## src/rtl/q_update_ctrl_if.sv

```systemverilog
// Bundle of the Q-update request, action-RAM read/write and result signals.
// The master side is the requester plus the RAM bank; the slave side is the controller.
interface q_update_ctrl_if #(
    parameter int SA_W = 4,
    parameter int Q_W  = 16
);
    logic                   start;
    logic                   terminal;
    logic [SA_W-1:0]        state;
    logic [SA_W-1:0]        next_state;
    logic [3:0]             action;
    logic signed [Q_W-1:0]  reward;
    logic signed [Q_W-1:0]  gamma;
    logic signed [Q_W-1:0]  alpha;
    logic                   busy;
    logic                   done;
    logic                   rd_en;
    logic [SA_W-1:0]        rd_addr;
    logic [3:0]             rd_sel;
    logic signed [Q_W-1:0]  rd_data;
    logic [15:0]            wr_en;
    logic [SA_W-1:0]        wr_addr;
    logic signed [Q_W-1:0]  wr_data;
    logic signed [Q_W-1:0]  max_q;
    logic [3:0]             best_action;

    modport master (
        output start, terminal, state, next_state, action, reward, gamma, alpha, rd_data,
        input  busy, done, rd_en, rd_addr, rd_sel, wr_en, wr_addr, wr_data, max_q, best_action
    );

    modport slave (
        input  start, terminal, state, next_state, action, reward, gamma, alpha, rd_data,
        output busy, done, rd_en, rd_addr, rd_sel, wr_en, wr_addr, wr_data, max_q, best_action
    );
endinterface

```

## src/rtl/q_update_ctrl.sv

```systemverilog
// Q-learning update controller: reads Q(s,a), scans Q(s',*) for max/argmax,
// computes the saturated TD update and writes it back to the selected action RAM.
module q_update_ctrl #(
    parameter int SA_W = 4,
    parameter int Q_W  = 16,
    parameter int FRAC = 8
) (
    input  logic           clk,
    input  logic           rst_n,
    q_update_ctrl_if.slave bus
);

    localparam int W = 2 * Q_W + 2;

    localparam logic [2:0] S_IDLE   = 3'd0;
    localparam logic [2:0] S_RD_CUR = 3'd1;
    localparam logic [2:0] S_SCAN   = 3'd2;
    localparam logic [2:0] S_WAIT   = 3'd3;
    localparam logic [2:0] S_CALC   = 3'd4;
    localparam logic [2:0] S_WRITE  = 3'd5;
    localparam logic [2:0] S_DONE   = 3'd6;

    localparam logic signed [W-1:0] Q_MAX_W = W'(2 ** (Q_W - 1) - 1);
    localparam logic signed [W-1:0] Q_MIN_W = ~Q_MAX_W;

    function automatic logic signed [Q_W-1:0] sat_q(input logic signed [W-1:0] v);
        if (v > Q_MAX_W) begin
            return Q_MAX_W[Q_W-1:0];
        end
        if (v < Q_MIN_W) begin
            return Q_MIN_W[Q_W-1:0];
        end
        return v[Q_W-1:0];
    endfunction

    // Intermediates stay wide so only the final result is ever clipped.
    function automatic logic signed [Q_W-1:0] q_update(
        input logic signed [Q_W-1:0] q_cur,
        input logic signed [Q_W-1:0] max_v,
        input logic signed [Q_W-1:0] rwd,
        input logic signed [Q_W-1:0] gam,
        input logic signed [Q_W-1:0] alp
    );
        logic signed [W-1:0] target;
        logic signed [W-1:0] td;
        logic signed [W-1:0] new_q;
        target = W'(rwd) + ((W'(gam) * W'(max_v)) >>> FRAC);
        td     = target - W'(q_cur);
        new_q  = W'(q_cur) + ((W'(alp) * td) >>> FRAC);
        return sat_q(new_q);
    endfunction

    logic [2:0]            st;
    logic [3:0]            k;
    logic [SA_W-1:0]       lat_state;
    logic [SA_W-1:0]       lat_ns;
    logic [3:0]            lat_action;
    logic signed [Q_W-1:0] lat_reward;
    logic signed [Q_W-1:0] lat_gamma;
    logic signed [Q_W-1:0] lat_alpha;
    logic                  lat_term;

    logic [SA_W-1:0]       rd_addr_c;
    logic [SA_W-1:0]       rd_addr_q;
    logic [3:0]            rd_sel_c;
    logic [3:0]            rd_sel_q;

    logic                  cur_vld_p0;
    logic                  scan_vld_p0;
    logic [3:0]            scan_k_p0;
    logic signed [Q_W-1:0] q_cur_p1;
    logic signed [Q_W-1:0] run_max_p1;
    logic [3:0]            run_best_p1;
    logic signed [Q_W-1:0] max_q_p2;
    logic [3:0]            best_p2;
    logic signed [Q_W-1:0] wr_data_p2;
    logic signed [Q_W-1:0] eff_max;

    always_ff @(posedge clk or negedge rst_n) begin
        if (!rst_n) begin
            st         <= S_IDLE;
            k          <= '0;
            lat_state  <= '0;
            lat_ns     <= '0;
            lat_action <= '0;
            lat_reward <= '0;
            lat_gamma  <= '0;
            lat_alpha  <= '0;
            lat_term   <= 1'b0;
        end else begin
            case (st)
                S_IDLE: begin
                    if (bus.start) begin
                        lat_state  <= bus.state;
                        lat_ns     <= bus.next_state;
                        lat_action <= bus.action;
                        lat_reward <= bus.reward;
                        lat_gamma  <= bus.gamma;
                        lat_alpha  <= bus.alpha;
                        lat_term   <= bus.terminal;
                        st         <= S_RD_CUR;
                    end
                end
                S_RD_CUR: begin
                    k  <= '0;
                    st <= lat_term ? S_WAIT : S_SCAN;
                end
                S_SCAN: begin
                    k <= k + 4'd1;
                    if (k == 4'd15) begin
                        st <= S_WAIT;
                    end
                end
                S_WAIT:  st <= S_CALC;
                S_CALC:  st <= S_WRITE;
                S_WRITE: st <= S_DONE;
                S_DONE:  st <= S_IDLE;
                default: st <= S_IDLE;
            endcase
        end
    end

    always_comb begin
        rd_addr_c = rd_addr_q;
        rd_sel_c  = rd_sel_q;
        if (st == S_RD_CUR) begin
            rd_addr_c = lat_state;
            rd_sel_c  = lat_action;
        end else if (st == S_SCAN) begin
            rd_addr_c = lat_ns;
            rd_sel_c  = k;
        end
    end

    always_ff @(posedge clk or negedge rst_n) begin
        if (!rst_n) begin
            rd_addr_q <= '0;
            rd_sel_q  <= '0;
        end else begin
            rd_addr_q <= rd_addr_c;
            rd_sel_q  <= rd_sel_c;
        end
    end

    // Stage p0: remember which kind of read was issued; rd_data answers one cycle later.
    always_ff @(posedge clk or negedge rst_n) begin
        if (!rst_n) begin
            cur_vld_p0  <= 1'b0;
            scan_vld_p0 <= 1'b0;
            scan_k_p0   <= '0;
        end else begin
            cur_vld_p0  <= (st == S_RD_CUR);
            scan_vld_p0 <= (st == S_SCAN);
            scan_k_p0   <= k;
        end
    end

    // Stage p1: capture Q(s,a) and fold each scan result into the running max.
    always_ff @(posedge clk or negedge rst_n) begin
        if (!rst_n) begin
            q_cur_p1    <= '0;
            run_max_p1  <= '0;
            run_best_p1 <= '0;
        end else begin
            if (cur_vld_p0) begin
                q_cur_p1 <= bus.rd_data;
            end
            if (scan_vld_p0 && ((scan_k_p0 == 4'd0) || (bus.rd_data > run_max_p1))) begin
                run_max_p1  <= bus.rd_data;
                run_best_p1 <= scan_k_p0;
            end
        end
    end

    assign eff_max = lat_term ? '0 : run_max_p1;

    // Stage p2: results are published only in CALC and hold until the next CALC.
    always_ff @(posedge clk or negedge rst_n) begin
        if (!rst_n) begin
            max_q_p2   <= '0;
            best_p2    <= '0;
            wr_data_p2 <= '0;
        end else if (st == S_CALC) begin
            max_q_p2   <= eff_max;
            best_p2    <= lat_term ? 4'd0 : run_best_p1;
            wr_data_p2 <= q_update(q_cur_p1, eff_max, lat_reward, lat_gamma, lat_alpha);
        end
    end

    assign bus.busy        = (st != S_IDLE) && (st != S_DONE);
    assign bus.done        = (st == S_DONE);
    assign bus.rd_en       = (st == S_RD_CUR) || (st == S_SCAN);
    assign bus.rd_addr     = rd_addr_c;
    assign bus.rd_sel      = rd_sel_c;
    assign bus.wr_en       = (st == S_WRITE) ? (16'd1 << lat_action) : 16'd0;
    assign bus.wr_addr     = lat_state;
    assign bus.wr_data     = wr_data_p2;
    assign bus.max_q       = max_q_p2;
    assign bus.best_action = best_p2;

endmodule

```

## src/flat_wrapper.sv

```systemverilog
// flat-port wrapper written by rule: the top's interface ports become plain ports
module q_update_ctrl_flat 
#(
    parameter int SA_W = 4,
    parameter int Q_W  = 16,
    parameter int FRAC = 8
)
  (clk, rst_n, bus_start, bus_terminal, bus_state, bus_next_state, bus_action, bus_reward, bus_gamma, bus_alpha, bus_rd_data, bus_busy, bus_done, bus_rd_en, bus_rd_addr, bus_rd_sel, bus_wr_en, bus_wr_addr, bus_wr_data, bus_max_q, bus_best_action);
  q_update_ctrl_if #(.SA_W(SA_W), .Q_W(Q_W)) bus_i ();
  input  logic clk;
  input  logic rst_n;
  input wire logic [$bits(bus_i.start)-1:0] bus_start;
  input wire logic [$bits(bus_i.terminal)-1:0] bus_terminal;
  input wire logic [$bits(bus_i.state)-1:0] bus_state;
  input wire logic [$bits(bus_i.next_state)-1:0] bus_next_state;
  input wire logic [$bits(bus_i.action)-1:0] bus_action;
  input wire logic [$bits(bus_i.reward)-1:0] bus_reward;
  input wire logic [$bits(bus_i.gamma)-1:0] bus_gamma;
  input wire logic [$bits(bus_i.alpha)-1:0] bus_alpha;
  input wire logic [$bits(bus_i.rd_data)-1:0] bus_rd_data;
  output wire logic [$bits(bus_i.busy)-1:0] bus_busy;
  output wire logic [$bits(bus_i.done)-1:0] bus_done;
  output wire logic [$bits(bus_i.rd_en)-1:0] bus_rd_en;
  output wire logic [$bits(bus_i.rd_addr)-1:0] bus_rd_addr;
  output wire logic [$bits(bus_i.rd_sel)-1:0] bus_rd_sel;
  output wire logic [$bits(bus_i.wr_en)-1:0] bus_wr_en;
  output wire logic [$bits(bus_i.wr_addr)-1:0] bus_wr_addr;
  output wire logic [$bits(bus_i.wr_data)-1:0] bus_wr_data;
  output wire logic [$bits(bus_i.max_q)-1:0] bus_max_q;
  output wire logic [$bits(bus_i.best_action)-1:0] bus_best_action;
  assign bus_i.start = bus_start;
  assign bus_i.terminal = bus_terminal;
  assign bus_i.state = bus_state;
  assign bus_i.next_state = bus_next_state;
  assign bus_i.action = bus_action;
  assign bus_i.reward = bus_reward;
  assign bus_i.gamma = bus_gamma;
  assign bus_i.alpha = bus_alpha;
  assign bus_i.rd_data = bus_rd_data;
  assign bus_busy = bus_i.busy;
  assign bus_done = bus_i.done;
  assign bus_rd_en = bus_i.rd_en;
  assign bus_rd_addr = bus_i.rd_addr;
  assign bus_rd_sel = bus_i.rd_sel;
  assign bus_wr_en = bus_i.wr_en;
  assign bus_wr_addr = bus_i.wr_addr;
  assign bus_wr_data = bus_i.wr_data;
  assign bus_max_q = bus_i.max_q;
  assign bus_best_action = bus_i.best_action;
  q_update_ctrl #(.SA_W(SA_W), .Q_W(Q_W), .FRAC(FRAC)) u_core (.clk(clk), .rst_n(rst_n), .bus(bus_i));
endmodule
```

## config.mk

```make
export PLATFORM = sky130hd
export DESIGN_NAME = q_update_ctrl_flat
export DESIGN_NICKNAME = d
export VERILOG_FILES = /design/src/rtl/q_update_ctrl_if.sv /design/src/rtl/q_update_ctrl.sv /design/src/flat_wrapper.sv
export SDC_FILE = /design/constraint.sdc
export NUM_CORES = 2
export LEC_CHECK = 0
export ABC_AREA = 1
export CELL_PAD_IN_SITES_DETAIL_PLACEMENT = 2
export CELL_PAD_IN_SITES_GLOBAL_PLACEMENT = 2
export CORE_MARGIN = 2
export CORE_UTILIZATION = 39
export CTS_CLUSTER_SIZE = 10
export DETAILED_ROUTE_END_ITERATION = 6
export GPL_ROUTABILITY_DRIVEN = 0
export GPL_TIMING_DRIVEN = 0
export HOLD_SLACK_MARGIN = 0.02
export MAX_ROUTING_LAYER = met4
export PLACE_DENSITY = 0.89
export SLEW_MARGIN = 20
export SYNTH_ARGS = -nofsm -noshare
export SYNTH_HDL_FRONTEND = slang
export SYNTH_SLANG_ARGS = --single-unit
```

## constraint.sdc

```tcl
create_clock -name clk -period 15.4 [get_ports clk]
set_input_delay 3.08 -clock clk [delete_from_list [all_inputs] [get_ports clk]]
set_output_delay 3.08 -clock clk [all_outputs]
set_load 0.005 [all_outputs]
```

==> results of run 1 <==
==> Yosys cell counts (all sizes together), types with 2 or more instances <==
| master | number | area share [%] |
|---|---|---|
| clkinv | 20 | 0.23 |
| nor4 | 9 | 0.23 |
| buf | 12 | 0.23 |
| xor2 | 59 | 1.6 |
| and2 | 2 | 0.039 |
| a21o | 7 | 0.16 |
| o221ai | 2 | 0.055 |
| nor2 | 508 | 5.9 |
| inv | 995 | 12 |
| o21bai | 5 | 0.12 |
| or2 | 6 | 0.12 |
| nand3b | 5 | 0.12 |
| fa | 612 | 38 |
| nand4 | 26 | 0.51 |
| a21oi | 204 | 3.2 |
| mux2 | 26 | 0.91 |
| nor3 | 12 | 0.19 |
| dfrtp | 154 | 12 |
| o22ai | 2 | 0.039 |
| a211oi | 2 | 0.047 |
| clkbuf | 89 | 1.0 |
| o21a | 6 | 0.14 |
| nand2 | 828 | 9.7 |
| nand3 | 81 | 1.3 |
| xnor2 | 44 | 1.2 |
| a221oi | 3 | 0.082 |
| ha | 239 | 9.3 |
| o21ai | 86 | 1.4 |
| o211ai | 4 | 0.093 |
| a31oi | 6 | 0.12 |
==> stage by stage <==
stage / hold slack [ns] / utilization, % / cells / instance area (um2) / setup TNS [ns]
after floorplan: 0.398 / - / 4061 / 32100 / 0
after global placement: 0.444 / 42.7 / 5277 / 34900 / -33.71
after detailed placement: 0.456 / 42.8 / 5278 / 35000 / -57.79
after CTS: 0.476 / 49.8 / 5535 / 40700 / -0.0136
==> cells by family after synthesis <==
| family | Yosys count | synth area share (%) |
|---|---|---|
| multiplexers | 26 | 0.911 |
| buffers and inverters | 1116 | 13.1 |
| XOR/XNOR | 103 | 2.83 |
| flip-flops | 154 | 12.0 |
| AO/OA/AOI/OAI | 333 | 5.54 |
| AND/OR/NAND/NOR | 1478 | 18.2 |
| adder cells (fa/ha/maj) | 851 | 47.4 |
==> repair_timing <==
action / CTS
pin swaps: 265
buffers inserted: 235
gates cloned: 3
setup endpoints to repair: 16
resized for setup: 791
hold buffers: 0
==> routing by layer <==
| layer | GRT overflow | global-route usage, % |
|---|---|---|
| met5 | - | - |
| met4 | 4 | 75.2 |
| met3 | 0 | 63.1 |
| met1 | 0 | 78.2 |
| met2 | 0 | 92.3 |
==> flow_metrics.env, run 1 <==
export IMPL_htreeDepth=4
export IMPL_syn_area_mm2=0.0321
export IMPL_ys_types=48
export IMPL_worstEpCategory="register input"
export IMPL_io_buffers=146
export IMPL_ys_ff_latch=154
export IMPL_tool_error="[ERROR GRT-0232] Routing congestion too high. Check the congestion heatmap in the GUI."
export IMPL_die_w_um=291
export IMPL_pre_cts_ws_ns=-3.72
export IMPL_synth_edf_count=0
export IMPL_failed_stage="5_1_grt"
export IMPL_synth_cells=4061
export IMPL_post_synth_cell_area_avg_um2=7.91
export IMPL_yosysWarnings=0
export IMPL_cts_buffer_depth=2
export IMPL_numCtsBuffers=17
export IMPL_core_rowCount=105
export IMPL_synthArstFlopShare_pct=100
export IMPL_clock_sinks=154
export IMPL_start_util_pct=39.3
export IMPL_status="did not finish"
export IMPL_root_buffer="clkbuf_16"
export IMPL_pin_count=147
export IMPL_ys_flop_type="dfrtp_1"
export IMPL_ys_seq_area_share_pct=12.0
export IMPL_synth_net_count=4992
export IMPL_grt_overflow_total=4
export IMPL_die_h_um=291
export IMPL_grt_util_all_layers_pct=78.5
export IMPL_grt_worst_endpoint="u_core.bus.wr_data[14]$_DFFE_PN0N_/D"
export IMPL_dp_hpwl_mm=128
export IMPL_grt_max_degree=96
==> run 2: changes to the inputs <==
- CELL_PAD_IN_SITES_DETAIL_PLACEMENT: 2 -> default
- CELL_PAD_IN_SITES_GLOBAL_PLACEMENT: 2 -> default
- CORE_UTILIZATION: 39 -> 40
- CTS_CLUSTER_SIZE: 10 -> default
- HOLD_SLACK_MARGIN: 0.02 -> default
- MAX_ROUTING_LAYER: met4 -> default
- PLACE_DENSITY: 0.89 -> default
- PLACE_DENSITY_LB_ADDON: default -> 0.15
==> run 2 against run 1 <==
The run now ends clean. Synthesized cell count unchanged. Area after synthesis unchanged.
==> flow_metrics.env, run 2 <==
export IMPL_synthArstFlopShare_pct=100
export IMPL_timing_final_setup_violations=0
export IMPL_area_delta_synth_final_pct=21.2
export IMPL_period_minus_slack_ns=14.89
export IMPL_status="finished clean"
export IMPL_post_synth_cell_area_avg_um2=7.91
export IMPL_synth_net_count=4992
export IMPL_hp_class="flop to flop"
export IMPL_critPathMaxStageDelay_ns=0.60
export IMPL_drive_gt1_share_pct=14.2
export IMPL_htreeDepth=4
export IMPL_most_common_layout_cells="inv_1 (958), nand2_1 (739), fa_1 (601)"
export IMPL_grt_util_all_layers_pct=25.8
export IMPL_ys_types=48
export IMPL_yosysWarnings=0
export IMPL_core_rowCount=103
export IMPL_antenna_found_initial=1
export IMPL_layout_nets=5269
export IMPL_die_area_mm2=0.0826
export IMPL_synth_top_cells_by_count="inv_1 (990), nand2_1 (819), fa_1 (612)"
export IMPL_slew_headroom_pct=17.7
export IMPL_pin_count=147
export IMPL_cp_top_family="adder cells"
export IMPL_coreArea_mm2=0.0793
export IMPL_grt_busiest_layer="met2"
export IMPL_numCtsBuffers=17
export IMPL_synth_top_area_cell="fa_1"
export IMPL_wl_mm=104
export IMPL_grt_use_met3_pct=5.47
export IMPL_startpoint="u_core.lat_term"
export IMPL_cts_tree="built"
export IMPL_start_util_pct=40.5
export IMPL_grt_max_degree=84
export IMPL_max_freq_mhz=67.2
export IMPL_dr_pass1_iters=5
export IMPL_syn_area_mm2=0.0321
export IMPL_clock_latency_ns=0.52
export IMPL_cts_buffer_depth=2
export IMPL_cts_hold_buf=0
export IMPL_grt_use_met1_pct=37.1
export IMPL_hold_violations=0
export IMPL_synth_cells=4061
export IMPL_ant_nets=0
export IMPL_layout_cells_non_filler=5400
export IMPL_wl_per_cell_um=19.3
export IMPL_fin_hold_ws_ns=0.427
export IMPL_critPathMostFrequentCell="fa_1"
export IMPL_worst_setup_path_start_kind="flop"
export IMPL_endpoint_kind="flop"
export IMPL_die_w_um=287
export IMPL_grt_pass1_wl_mm=160
export IMPL_r2r_start="u_core.lat_term"
export IMPL_grt_pass1_vias=27353
export IMPL_placed_area_mm2=0.0350
export IMPL_final_area_mm2=0.0390
export IMPL_hp_start="u_core.k[1]"
export IMPL_cp_slowest_cell="fa_1"
export IMPL_synthMostInstantiatedCell="inv_1"
export IMPL_cap_violations=0
export IMPL_io_buffers=146
export IMPL_layout_commonest_cell="inv_1"
export IMPL_gr_usage_met2_pct=39.0
export IMPL_tightest_slew_ns=1.23
export IMPL_dp_cells=5258
export IMPL_ys_flop_type="dfrtp_1"
export IMPL_grt_overflow_total=0
export IMPL_finish_utilization_pct=49.2
export IMPL_vias_per_cell=5.03
export IMPL_path_buf_inv=14
export IMPL_slew_viol_final=0
export IMPL_clk_pin_slew_ns=0.09
export IMPL_finClkSkew_ns=0.0214
export IMPL_root_buffer="clkbuf_16"
export IMPL_clock_sinks=154
export IMPL_diodes=0
export IMPL_arrival_ns=15.34
export IMPL_ys_seq_area_share_pct=12.0
export IMPL_synth_top_cell_area_share_pct=38.1
export IMPL_required_ns=15.85
export IMPL_drc=0
export IMPL_vias=27174
export IMPL_path_class="flop to flop"
export IMPL_critical_path_max_fanout=7
export IMPL_dp_hpwl_mm=85.0
export IMPL_synth_area_leaders="fa_1 (38%), dfrtp_1 (12%), inv_1 (12%), nand2_1 (9.6%), ha_1 (9.3%)"
export IMPL_synth_edf_count=0
export IMPL_final_period_utilization_pct=96.7
export IMPL_die_h_um=287
export IMPL_ys_ff_latch=154
export IMPL_drt_iter0_drc=2015
## run 2: cell counts after synthesis
No cell type changed its count.
## run 2: cell families (layout without fill, tap and decap cells)
kind of cell | Yosys count | in the layout | synth area share [%]
buffers and inverters | 1116 | 1405 | 13.1
adder cells (fa/ha/maj) | 851 | 851 | 47.4
XOR/XNOR | 103 | 103 | 2.83
multiplexers | 26 | 26 | 0.911
AND/OR/NAND/NOR | 1478 | 1478 | 18.2
AO/OA/AOI/OAI | 333 | 333 | 5.54
flip-flops | 154 | 154 | 12.0
## run 2: layout make-up
class	count	area, um2
Tap cell	1050	1310
Inverter	1015	3910
Buffer	87	526
Clock inverter	14	204
Clock buffer	17	425
Fill cell	7895	40300
Sequential cell	154	3860
Timing Repair Buffer	272	2550
Multi-Input combinational cell	2791	26200
## run 2: worst paths after layout
kind                                          endpoint  slack, ns  depth (start not counted)
min in group asynchronous         u_core.lat_gamma[13]       2.49                          1
max in group asynchronous        u_core.run_max_p1[11]      11.98                          2
worst min-delay path               u_core.scan_k_p0[1]       0.43                          0
worst max register to register  u_core.bus.wr_data[12]       0.51                         69
worst max-delay path            u_core.bus.wr_data[12]       0.51                         69
worst min register to register     u_core.scan_k_p0[1]       0.43                          0
## run 2: through the flow
stage          TNS (ns)  setup slack (ns)
2_1_floorplan         0              1.30
3_3_place_gp     -37.67             -2.45
3_5_place_dp     -36.04             -2.35
4_1_cts               0           0.00820
5_1_grt          -0.872            -0.105
6_report              0             0.511
## run 2: routing by layer
layer  share of wire [%]  routed length, um
met2                  44              45400
met5                   0                  0
met4                 3.3               3430
met3                 8.1               8440
met1                  45              46800
## run 2: worst register-to-register path, delay by kind of cell, from the launching register on
family / cells / cell delay, ns
AOI/OAI and AO/OA: 3 / 0.31
adders and majority gates: 17 / 7.74
buffers and inverters: 14 / 1.66
xor gates and xnor gates: 3 / 0.59
and+or+nand+nor: 32 / 4.05
DFF: 1 / 0.50
## run 2: what timing repair did
| item | CTS | global route |
|---|---|---|
| buffers inserted | 28 | 96 |
| pin swaps | 17 | 182 |
| gates resized for setup | 148 | 461 |
| gates cloned | 0 | 2 |
| endpoints found under the setup margin | 16 | 16 |
Power of run 2 is not shown: default switching activity piles up to over one toggle a cycle in this logic, so the estimate is an artifact.
